`src/rtl/exe_stage_unit_if.sv`:
```
// Bundle between the ID/EXE register, the EXE stage and the EXE/MEM consumers.
// The master side drives the decoded instruction and forwarding data; the slave side is the EXE stage.
interface exe_stage_unit_if;
   logic        freeze;
   logic [31:0] pc_in;
   logic [31:0] val_rn_in;
   logic [31:0] val_rm_in;
   logic [23:0] signed_immediate_in;
   logic [11:0] shift_operand_in;
   logic        is_immediate_in;
   logic        status_write_enable_in;
   logic        mem_read_in;
   logic        mem_write_in;
   logic        wb_enable_in;
   logic        is_branch_in;
   logic [3:0]  execute_command_in;
   logic [3:0]  dest_reg_in;
   logic [1:0]  sel_src1;
   logic [1:0]  sel_src2;
   logic [31:0] mem_fwd_data;
   logic [31:0] wb_fwd_data;
   logic        branch_taken_out;
   logic [31:0] branch_address_out;
   logic [3:0]  status_reg_out;
   logic [31:0] alu_result_out;
   logic [31:0] val_rm_out;
   logic [3:0]  dest_reg_out;
   logic        wb_enable_out;
   logic        mem_read_out;
   logic        mem_write_out;

   modport master (
      output freeze, pc_in, val_rn_in, val_rm_in, signed_immediate_in, shift_operand_in,
             is_immediate_in, status_write_enable_in, mem_read_in, mem_write_in,
             wb_enable_in, is_branch_in, execute_command_in, dest_reg_in,
             sel_src1, sel_src2, mem_fwd_data, wb_fwd_data,
      input  branch_taken_out, branch_address_out, status_reg_out, alu_result_out,
             val_rm_out, dest_reg_out, wb_enable_out, mem_read_out, mem_write_out
   );

   modport slave (
      input  freeze, pc_in, val_rn_in, val_rm_in, signed_immediate_in, shift_operand_in,
             is_immediate_in, status_write_enable_in, mem_read_in, mem_write_in,
             wb_enable_in, is_branch_in, execute_command_in, dest_reg_in,
             sel_src1, sel_src2, mem_fwd_data, wb_fwd_data,
      output branch_taken_out, branch_address_out, status_reg_out, alu_result_out,
             val_rm_out, dest_reg_out, wb_enable_out, mem_read_out, mem_write_out
   );
endinterface

```
`src/rtl/exe_stage_unit.sv`:
```
// Execute stage: operand forwarding, Val2 shifter, ALU with NZCV, branch target,
// plus the status register and the EXE/MEM pipeline register.
module exe_stage_unit (
   input logic             clk,
   input logic             rst,
   exe_stage_unit_if.slave bus
);

   logic [31:0] op_a;
   logic [31:0] op_rm;
   logic [31:0] val2;
   logic [4:0]  rot_amt;
   logic [4:0]  shift_amt;
   logic [31:0] imm_ext;
   logic [32:0] sum;
   logic [31:0] result;
   logic        alu_c;
   logic        alu_v;
   logic        cmd_valid;
   logic [3:0]  nzcv_new;

   logic [31:0] alu_result_d, alu_result_q;
   logic [31:0] val_rm_d, val_rm_q;
   logic [3:0]  dest_reg_d, dest_reg_q;
   logic        wb_enable_d, wb_enable_q;
   logic        mem_read_d, mem_read_q;
   logic        mem_write_d, mem_write_q;
   logic [3:0]  status_d, status_q;

   // Forwarding muxes; select 11 falls back to the register file value.
   always_comb begin
      case (bus.sel_src1)
         2'b01:   op_a = bus.mem_fwd_data;
         2'b10:   op_a = bus.wb_fwd_data;
         default: op_a = bus.val_rn_in;
      endcase
      case (bus.sel_src2)
         2'b01:   op_rm = bus.mem_fwd_data;
         2'b10:   op_rm = bus.wb_fwd_data;
         default: op_rm = bus.val_rm_in;
      endcase
   end

   // Val2: memory offset beats immediate rotate beats register shift.
   always_comb begin
      rot_amt   = {bus.shift_operand_in[11:8], 1'b0};
      shift_amt = bus.shift_operand_in[11:7];
      imm_ext   = {24'd0, bus.shift_operand_in[7:0]};
      if (bus.mem_read_in || bus.mem_write_in) begin
         val2 = {20'd0, bus.shift_operand_in};
      end else if (bus.is_immediate_in) begin
         val2 = (imm_ext >> rot_amt) | (imm_ext << (6'd32 - {1'b0, rot_amt}));
      end else begin
         case (bus.shift_operand_in[6:5])
            2'b00:   val2 = op_rm << shift_amt;
            2'b01:   val2 = op_rm >> shift_amt;
            2'b10:   val2 = $unsigned($signed(op_rm) >>> shift_amt);
            default: val2 = (op_rm >> shift_amt) | (op_rm << (6'd32 - {1'b0, shift_amt}));
         endcase
      end
   end

   // ALU; subtraction is A + ~Val2 + carry-in so C comes out as NOT borrow.
   always_comb begin
      sum       = 33'd0;
      result    = 32'd0;
      alu_c     = status_q[1];
      alu_v     = status_q[0];
      cmd_valid = 1'b1;
      case (bus.execute_command_in)
         4'b0001: result = val2;
         4'b1001: result = ~val2;
         4'b0010, 4'b0011: begin
            sum    = {1'b0, op_a} + {1'b0, val2}
                   + {32'd0, (bus.execute_command_in[0] & status_q[1])};
            result = sum[31:0];
            alu_c  = sum[32];
            alu_v  = (op_a[31] == val2[31]) && (result[31] != op_a[31]);
         end
         4'b0100, 4'b0101: begin
            sum    = {1'b0, op_a} + {1'b0, ~val2}
                   + {32'd0, (bus.execute_command_in[0] ? status_q[1] : 1'b1)};
            result = sum[31:0];
            alu_c  = sum[32];
            alu_v  = (op_a[31] != val2[31]) && (result[31] != op_a[31]);
         end
         4'b0110: result = op_a & val2;
         4'b0111: result = op_a | val2;
         4'b1000: result = op_a ^ val2;
         default: cmd_valid = 1'b0;
      endcase
      if (cmd_valid) begin
         nzcv_new = {result[31], (result == 32'd0), alu_c, alu_v};
      end else begin
         nzcv_new = status_q;
      end
   end

   // Next-state for status and EXE/MEM register; freeze holds everything.
   always_comb begin
      if (bus.status_write_enable_in && !bus.freeze) begin
         status_d = nzcv_new;
      end else begin
         status_d = status_q;
      end
      if (bus.freeze) begin
         alu_result_d = alu_result_q;
         val_rm_d     = val_rm_q;
         dest_reg_d   = dest_reg_q;
         wb_enable_d  = wb_enable_q;
         mem_read_d   = mem_read_q;
         mem_write_d  = mem_write_q;
      end else begin
         alu_result_d = result;
         val_rm_d     = op_rm;
         dest_reg_d   = bus.dest_reg_in;
         wb_enable_d  = bus.wb_enable_in;
         mem_read_d   = bus.mem_read_in;
         mem_write_d  = bus.mem_write_in;
      end
   end

   // State registers; reset wins over freeze.
   always_ff @(posedge clk) begin
      if (rst) begin
         status_q     <= 4'd0;
         alu_result_q <= 32'd0;
         val_rm_q     <= 32'd0;
         dest_reg_q   <= 4'd0;
         wb_enable_q  <= 1'b0;
         mem_read_q   <= 1'b0;
         mem_write_q  <= 1'b0;
      end else begin
         status_q     <= status_d;
         alu_result_q <= alu_result_d;
         val_rm_q     <= val_rm_d;
         dest_reg_q   <= dest_reg_d;
         wb_enable_q  <= wb_enable_d;
         mem_read_q   <= mem_read_d;
         mem_write_q  <= mem_write_d;
      end
   end

   assign bus.branch_taken_out   = bus.is_branch_in;
   assign bus.branch_address_out = bus.pc_in + {{6{bus.signed_immediate_in[23]}},
                                                bus.signed_immediate_in, 2'b00};
   assign bus.status_reg_out     = status_q;
   assign bus.alu_result_out     = alu_result_q;
   assign bus.val_rm_out         = val_rm_q;
   assign bus.dest_reg_out       = dest_reg_q;
   assign bus.wb_enable_out      = wb_enable_q;
   assign bus.mem_read_out       = mem_read_q;
   assign bus.mem_write_out      = mem_write_q;

endmodule
```
`src/flat_wrapper.sv`:
```
// flat-port wrapper written by rule: the top's interface ports become plain ports
module exe_stage_unit_flat 
  (clk, rst, bus_freeze, bus_pc_in, bus_val_rn_in, bus_val_rm_in, bus_signed_immediate_in, bus_shift_operand_in, bus_is_immediate_in, bus_status_write_enable_in, bus_mem_read_in, bus_mem_write_in, bus_wb_enable_in, bus_is_branch_in, bus_execute_command_in, bus_dest_reg_in, bus_sel_src1, bus_sel_src2, bus_mem_fwd_data, bus_wb_fwd_data, bus_branch_taken_out, bus_branch_address_out, bus_status_reg_out, bus_alu_result_out, bus_val_rm_out, bus_dest_reg_out, bus_wb_enable_out, bus_mem_read_out, bus_mem_write_out);
  exe_stage_unit_if bus_i ();
  input logic clk;
  input logic rst;
  input wire logic [$bits(bus_i.freeze)-1:0] bus_freeze;
  input wire logic [$bits(bus_i.pc_in)-1:0] bus_pc_in;
  input wire logic [$bits(bus_i.val_rn_in)-1:0] bus_val_rn_in;
  input wire logic [$bits(bus_i.val_rm_in)-1:0] bus_val_rm_in;
  input wire logic [$bits(bus_i.signed_immediate_in)-1:0] bus_signed_immediate_in;
  input wire logic [$bits(bus_i.shift_operand_in)-1:0] bus_shift_operand_in;
  input wire logic [$bits(bus_i.is_immediate_in)-1:0] bus_is_immediate_in;
  input wire logic [$bits(bus_i.status_write_enable_in)-1:0] bus_status_write_enable_in;
  input wire logic [$bits(bus_i.mem_read_in)-1:0] bus_mem_read_in;
  input wire logic [$bits(bus_i.mem_write_in)-1:0] bus_mem_write_in;
  input wire logic [$bits(bus_i.wb_enable_in)-1:0] bus_wb_enable_in;
  input wire logic [$bits(bus_i.is_branch_in)-1:0] bus_is_branch_in;
  input wire logic [$bits(bus_i.execute_command_in)-1:0] bus_execute_command_in;
  input wire logic [$bits(bus_i.dest_reg_in)-1:0] bus_dest_reg_in;
  input wire logic [$bits(bus_i.sel_src1)-1:0] bus_sel_src1;
  input wire logic [$bits(bus_i.sel_src2)-1:0] bus_sel_src2;
  input wire logic [$bits(bus_i.mem_fwd_data)-1:0] bus_mem_fwd_data;
  input wire logic [$bits(bus_i.wb_fwd_data)-1:0] bus_wb_fwd_data;
  output wire logic [$bits(bus_i.branch_taken_out)-1:0] bus_branch_taken_out;
  output wire logic [$bits(bus_i.branch_address_out)-1:0] bus_branch_address_out;
  output wire logic [$bits(bus_i.status_reg_out)-1:0] bus_status_reg_out;
  output wire logic [$bits(bus_i.alu_result_out)-1:0] bus_alu_result_out;
  output wire logic [$bits(bus_i.val_rm_out)-1:0] bus_val_rm_out;
  output wire logic [$bits(bus_i.dest_reg_out)-1:0] bus_dest_reg_out;
  output wire logic [$bits(bus_i.wb_enable_out)-1:0] bus_wb_enable_out;
  output wire logic [$bits(bus_i.mem_read_out)-1:0] bus_mem_read_out;
  output wire logic [$bits(bus_i.mem_write_out)-1:0] bus_mem_write_out;
  assign bus_i.freeze = bus_freeze;
  assign bus_i.pc_in = bus_pc_in;
  assign bus_i.val_rn_in = bus_val_rn_in;
  assign bus_i.val_rm_in = bus_val_rm_in;
  assign bus_i.signed_immediate_in = bus_signed_immediate_in;
  assign bus_i.shift_operand_in = bus_shift_operand_in;
  assign bus_i.is_immediate_in = bus_is_immediate_in;
  assign bus_i.status_write_enable_in = bus_status_write_enable_in;
  assign bus_i.mem_read_in = bus_mem_read_in;
  assign bus_i.mem_write_in = bus_mem_write_in;
  assign bus_i.wb_enable_in = bus_wb_enable_in;
  assign bus_i.is_branch_in = bus_is_branch_in;
  assign bus_i.execute_command_in = bus_execute_command_in;
  assign bus_i.dest_reg_in = bus_dest_reg_in;
  assign bus_i.sel_src1 = bus_sel_src1;
  assign bus_i.sel_src2 = bus_sel_src2;
  assign bus_i.mem_fwd_data = bus_mem_fwd_data;
  assign bus_i.wb_fwd_data = bus_wb_fwd_data;
  assign bus_branch_taken_out = bus_i.branch_taken_out;
  assign bus_branch_address_out = bus_i.branch_address_out;
  assign bus_status_reg_out = bus_i.status_reg_out;
  assign bus_alu_result_out = bus_i.alu_result_out;
  assign bus_val_rm_out = bus_i.val_rm_out;
  assign bus_dest_reg_out = bus_i.dest_reg_out;
  assign bus_wb_enable_out = bus_i.wb_enable_out;
  assign bus_mem_read_out = bus_i.mem_read_out;
  assign bus_mem_write_out = bus_i.mem_write_out;
  exe_stage_unit u_core (.clk(clk), .rst(rst), .bus(bus_i));
endmodule
```
`config.mk`:
```
export PLATFORM = sky130hd
export DESIGN_NAME = exe_stage_unit_flat
export DESIGN_NICKNAME = d
export VERILOG_FILES = /design/src/rtl/exe_stage_unit_if.sv /design/src/rtl/exe_stage_unit.sv /design/src/flat_wrapper.sv
export SDC_FILE = /design/constraint.sdc
export NUM_CORES = 1
export LEC_CHECK = 0
export ABC_AREA = 0
export CAP_MARGIN = 15
export CORE_ASPECT_RATIO = 0.75
export CORE_MARGIN = 2
export CORE_UTILIZATION = 35
export CTS_CLUSTER_SIZE = 14
export DETAILED_ROUTE_END_ITERATION = 8
export PLACE_DENSITY = 0.66
export SYNTH_ARGS = -nofsm -noshare
export SYNTH_HDL_FRONTEND = slang
export SYNTH_SLANG_ARGS = --single-unit
```
`constraint.sdc`:
```
create_clock -name clk -period 9.47 [get_ports clk]
set_input_delay 0.947 -clock clk [delete_from_list [all_inputs] [get_ports clk]]
set_output_delay 0.947 -clock clk [all_outputs]
set_load 0.05 [all_outputs]
```
After elaboration in Yosys (flattened, before gate mapping)
Cells that the tools add are included.
Cells by class
  equal/unequal tests: 19
  $mul: 0
  muxes and demuxes: 10
  shifts and indexed selects: 6
  $lt $le $gt $ge: 0
  bitwise logic cells: 7
  divide/modulo/power cells: 0
  add/sub/neg operators: 7
  reductions and logical operators: 13
Operators by type and width (count)
  32-bit one-hot mux with 7 select lines: 1
  32-bit one-hot mux with 2 select lines: 2
  32-bit bitwise OR: 3
  32-bit one-hot mux with 3 select lines: 1
  32-bit by 32-bit adder with 33-bit output: 2
  33-bit by 1-bit adder with 33-bit output: 2
  32-bit two-way mux: 2
  32-bit adder: 1
  32-bit AND: 1
  32-bit logical NOT: 1
  32-bit inverter: 1
  32-bit by 5-bit left shift with 32-bit output: 1
  32-bit by 6-bit left shift with 32-bit output: 1
  8-bit by 6-bit left shift with 32-bit output: 1
  32-bit by 5-bit >> shifter with 32-bit output: 1
  8-bit by 5-bit >> shifter with 32-bit output: 1
  32-bit by 5-bit >>> shifter with 32-bit output: 1
  32-bit XOR: 1
  4-bit by 3-bit equality test with 1-bit output (second input constant): 4
  6-bit by 5-bit subtractor with 6-bit output (first input constant): 2
  9-bit OR reduction: 1
  4-bit by 2-bit equality test with 1-bit output (second input constant): 2
  4-bit equality test (second input constant): 2
  2-bit by 1-bit equality test with 1-bit output (second input constant): 3
  15 further kinds: 24
Word-level totals
  word-level logic and storage cells: 70
  bits in registers: 75
  output and inout bits: 108
  latch bits: 0
  RAM bits: 0
  input bits: 217
  memories kept: 0
  bits in read-only memories: 0

Longest topological paths before layout
  depth in word-level cells: 13
  gate-level depth with buffers: 38
  depth with buffers taken out: 31

Worst setup path before layout
No wires, ideal clock.
  path type: input port to flip-flop
  from: input bus_shift_operand_in[9]
  to: register u_core.status_q[0], in the netlist u_core.bus.status_reg_out[0]
  cell stages on the path: 34
  setup time: 0.086 ns
  path buffers: 6
  data arrival time: 8.303 ns
  data required time: 9.384 ns
  slack: 1.082 ns
  cells stage by stage: clkbuf_1 -> inv_1 -> clkbuf_1 -> clkbuf_1 -> buf_1 -> buf_1 -> ha_1 -> clkbuf_1 -> nor2b_1 -> nor3b_1 -> o21ai_0 -> nor2_1 -> a22oi_1 -> o221ai_1 -> o21ai_0 -> inv_1 -> ha_1 -> a21o_1 -> a21oi_1 -> o21ai_0 -> a21o_1 -> a21oi_1 -> o41ai_1 -> a311oi_4 -> o21ai_2 -> o31ai_4 -> o41ai_4 -> o41ai_4 -> o41ai_4 -> a211o_1 -> a21oi_1 -> xnor2_1 -> o21ai_1 -> a211oi_1
On the way
  longest elaborated chain between the ends: 12
  elaborated cells between the ends (all ways): 25
  those cells by class: add/sub: 6; eq/ne: 4; shift: 6; mux: 4; bitwise: 3; reduce/logical: 2
Ends and longest elaborated chain
  from (decl): RTL line flat_wrapper.sv:12  | input wire logic [$bits(bus_i.shift_operand_in)-1:0] bus_shift_operand_in;
  6-bit by 5-bit subtractor with 6-bit output: RTL line exe_stage_unit.sv:58  | default: val2 = (op_rm >> shift_amt) | (op_rm << (6'd32 - {1'b0, shift_amt}));
  32-bit by 6-bit left shift with 32-bit output: RTL line exe_stage_unit.sv:58
  32-bit bitwise OR: RTL line exe_stage_unit.sv:58
  32-bit one-hot mux with 3 select lines: RTL line exe_stage_unit.sv:54  | case (bus.shift_operand_in[6:5])
  32-bit two-way mux: RTL line exe_stage_unit.sv:51  | end else if (bus.is_immediate_in) begin
  32-bit two-way mux (*): RTL line exe_stage_unit.sv:49  | if (bus.mem_read_in || bus.mem_write_in) begin
  32-bit inverter: RTL line exe_stage_unit.sv:81  | sum = {1'b0, op_a} + {1'b0, ~val2}
  32-bit by 32-bit adder with 33-bit output: RTL line exe_stage_unit.sv:81
  33-bit by 1-bit adder with 33-bit output: RTL line exe_stage_unit.sv:82  | + {32'd0, (bus.execute_command_in[0] ? status_q[1] : 1'b1)};
  1-bit inequality test: RTL line exe_stage_unit.sv:85  | alu_v = (op_a[31] != val2[31]) && (result[31] != op_a[31]);
  1-bit logical AND: RTL line exe_stage_unit.sv:85
  1-bit one-hot mux with 2 select lines (*): RTL line exe_stage_unit.sv:70  | case (bus.execute_command_in)
  to (signal assigned): RTL line exe_stage_unit.sv:134  | status_q <= status_d;
  to (decl): RTL line exe_stage_unit.sv:28  | logic [3:0] status_d, status_q;
Every way passes the cells marked *; elsewhere a longest branch is shown, timed or not.
A chain may end at the register's enable or synchronous reset.

Worst setup path in the final report
  from: input bus_sel_src2[0]
  to: register u_core.status_q[2], in the netlist u_core.bus.status_reg_out[2]
On the way
  longest elaborated chain between the ends: 12
  elaborated cells between the ends (all ways): 21
  those cells by class: add/sub: 4; eq/ne: 2; shift: 4; mux: 5; bitwise: 5; reduce/logical: 1
Ends and longest elaborated chain
  from (decl): RTL line flat_wrapper.sv:22  | input wire logic [$bits(bus_i.sel_src2)-1:0] bus_sel_src2;
  2-bit equality test / 2-bit by 1-bit equality test with 1-bit output (equally long branches): RTL line exe_stage_unit.sv:37  | case (bus.sel_src2)
  32-bit one-hot mux with 2 select lines (*): RTL line exe_stage_unit.sv:37
  32-bit by 6-bit left shift with 32-bit output / 32-bit by 5-bit >> shifter with 32-bit output (equally long branches): RTL line exe_stage_unit.sv:58, exe_stage_unit.sv:56
  32-bit bitwise OR: RTL line exe_stage_unit.sv:58
  32-bit one-hot mux with 3 select lines (*): RTL line exe_stage_unit.sv:54
  32-bit two-way mux (*): RTL line exe_stage_unit.sv:51
  32-bit two-way mux (*): RTL line exe_stage_unit.sv:49
  32-bit inverter: RTL line exe_stage_unit.sv:72, exe_stage_unit.sv:81
  32-bit by 32-bit adder with 33-bit output: RTL line exe_stage_unit.sv:81
  33-bit by 1-bit adder with 33-bit output: RTL line exe_stage_unit.sv:82
  32-bit one-hot mux with 7 select lines (*): RTL line exe_stage_unit.sv:70
  32-bit logical NOT (*): RTL line exe_stage_unit.sv:93  | nzcv_new = {result[31], (result == 32'd0), alu_c, alu_v};
Marks and branches as above.

==> run metrics <==
Synth cell types=106; share of the synthesized area in the top cell type=between 10% and 20%; Crit Path Max Fanout=32; CP Class=in2reg; DP Wirelength=around 96 mm; synth top area cells=mux4_2, ha_1, dfxtp_1, nor2_1, mux2i_1; Max-cap violations=0; DR vias=26502; P_sw=between 1.5 and 2 mW; DRT iter0 DRCs=4394; EDFF count, synth=0; area growth from synthesis to layout=22.5%; CP max stage delay=0.56 ns; Critical Path RT=approximately 9.8 ns; Seq pwr share=11.6%; P_int=1.40 mW; post-CTS setup buffers=0; hold_sp=u_core.bus.status_reg_out[3]; Avg Inst Size Synth=7.27 sq um; Worst VDD drop=~100 uV; post-layout min period=~9 ns; setup ws final=0.440 ns; FF-to-FF End=u_core.bus.status_reg_out[2]; setup TNS=0 ns; Crit. Startpoint=bus_sel_src2[0]; Critical path destination=u_core.bus.status_reg_out[2]; Overall Power=approximately 3 mW; Post-DRT Antenna Nets=0; post-synth top area cell=mux4_2; FILL cells=6115; IO Port Bufs=318; Cell Count, Final, Fillers Out=3953; FF-to-FF Start=u_core.bus.status_reg_out[1]; Clock Pin Slew Worst Setup and Hold Paths=0.07 ns; Pre-antenna DRT Iters=7; status=finished, final reports clean; count leader, synth=nor2_1; Clk pwr share=a little over an eighth; post-synth net total=3245; drt drc=0; # resized after CTS=0; CP most frequent cell=inv_1; area of the mapped netlist=21000 sq um; routability-driven placement congestion ratio=1.08; Synth warnings=0; highest-delay cell along the critical path=clkdlybuf4s50_1; power density over the cells=approximately 120 nW/um^2; worst-margin pin slew=1.19 ns; Min-Delay Path Class=reg2reg; die height=around 220 um; crit path DAT=9.35 ns; Min Hold Slack=0.461 ns; TritonCTS clock tree=yes; Rel. slew slack=19.6%; row count=77; die area=62100 sq um; H-tree depth=3; Switching Fraction=54.5%; root buffer cell=clkbuf_16; final setup fails=0; Clock Sinks=75; CTS Hold Bufs=0; layout cells sized above 1=13.5%; number of buffers created by CTS=9; initial antenna violation count=7; Reg2Reg Depth=22; unrepaired setup endpoints after global routing=no; io pins=325; clk buf depth=2; Startpoint Class=primary input; cell count after synthesis=2896; GR Util All Layers=~37%; DR WL/cell=30.4 um; vias in the first global route=23823; Worst R2R Setup Slack=4.03 ns; ys async rst share=0%; DP Worst Slack=approximately 0.25 ns; FMAX=111 MHz; Synth Register Bits=75; grt total ovfl=0; Core ar.=59200 sq um; cell leakage power=10.0 nW; Layout Skew=around 0.0096 ns; Die X=287 um; number of instances in the placed design=3931; first-pass GRT wire length=171 mm; Routed WL=~120 mm; Commonest cells post-synth=nor2_1, a21oi_1, nand2_1; pin count of the biggest net entering global routing=89; Hold Vio Cnt, Final=0; Tcrit/Tclk final=between 90% and 100%; drt via density=6.70; Main synth FF type=dfxtp_1; Clock Latency Late Sink=0.37 ns; post-synthesis sequential area ratio=7.13%; Setup crit end kind=flop; logic gate share of total power=75.1%; max-slew violation count=0; fin nets=around 3500; Initial Util=35.6%
==> worst max-delay path, delay by kind of cell <==
family                   cells  cell delay (ns)
AO/OA/AOI/OAI               10             2.39
adder cells (fa/ha/maj)      3             1.03
buffers and inverters        7             1.33
multiplexers                 3             1.22
AND/OR/NAND/NOR             11             2.41
==> area by class of cell <==
cell class	instances	area [sq um]	area share (%)
clock inverter	6	97.6	0.379
multi-input combinational	2424	17900	69.3
tap	790	988	3.84
timing repair buffer	493	4510	17.5
antenna	4	10.0	0.0388
inverter	151	567	2.20
sequential	75	1500	5.83
clock buffer	10	229	0.888
==> power by group through the flow <==
stage	logic, mW	clock network, mW	registers, mW
detailed placement	2.19	0	0.362
CTS	2.20	0.414	0.355
finish	2.31	0.409	0.355
floorplan	1.28	0	0.445
global route	2.40	0.426	0.358
global placement	2.20	0	0.362
==> routing by layer <==
| metal | global-route usage (%) | vias up | wire (um) |
|---|---|---|---|
| li1 | - | 11476 | - |
| met3 | 17.8 | 267 | 21400 |
| met2 | 47.9 | 2230 | 43800 |
| met5 | 0.547 | - | 83 |
| met1 | 53.1 | 12521 | 50200 |
| met4 | 12.1 | 8 | 4530 |
==> sequential cells by signal, summed over array words and instances (netlist names) <==
name                       cells
u_core.bus.alu_result_out     32
u_core.bus.val_rm_out         32
u_core.bus.dest_reg_out        4
u_core.bus.status_reg_out      4
u_core.bus.mem_read_out        1
u_core.bus.mem_write_out       1
u_core.bus.wb_enable_out       1
==> worst min-delay path by stage <==
| stage | endpoint | slack (ns) | cells after the start |
|---|---|---|---|
| 2_1_floorplan | u_core.bus.status_reg_out[2] | 0.67 | 2 |
| 3_3_place_gp | u_core.bus.status_reg_out[3] | 0.45 | 2 |
| 3_5_place_dp | u_core.bus.status_reg_out[2] | 0.45 | 2 |
| 4_1_cts | u_core.bus.status_reg_out[2] | 0.46 | 2 |
| 5_1_grt | u_core.bus.alu_result_out[26] | 0.49 | 2 |
| 6_report | u_core.bus.status_reg_out[3] | 0.46 | 2 |
==> metrics by stage <==
step | util [%] | instance area [sq um]
5_1_grt | 43.6 | 25800
2_1_floorplan | - | 21000
6_report | 43.6 | 25800
3_5_place_dp | 42.9 | 25400
3_3_place_gp | 42.9 | 25400
4_1_cts | 43.5 | 25700
==> placed cells by master, fill, tap and decap left out, drive strengths merged, types with 16 or more instances in the layout <==
cell type / n
a2111oi: 19
a211oi: 53
a21o: 22
a21oi: 214
a221oi: 45
a22o: 33
a22oi: 74
a311oi: 16
a31oi: 35
and3: 21
buf: 182
clkdlybuf4s50: 311
dfxtp: 75
ha: 127
inv: 151
mux2i: 109
mux4: 111
nand2: 212
nand2b: 40
nand3: 60
nor2: 374
nor2b: 44
nor3: 86
nor4: 17
o211ai: 42
o21a: 21
o21ai: 211
o221ai: 29
o22ai: 24
o31ai: 30
or2: 43
or3: 26
xnor2: 37
xor2: 20
==> cells by family after synthesis <==
logic type                 Yosys count  share of synthesized area (%)
muxes                              232                           17.7
xor gates and xnor gates            57                           2.37
buffers and inverters              397                           8.41
adders and majority gates          132                           8.03
and+or+nand+nor                    977                           21.6
DFF                                 75                           7.13
AOI/OAI and AO/OA                 1026                           34.8
Power figures use the tool's default switching activity.
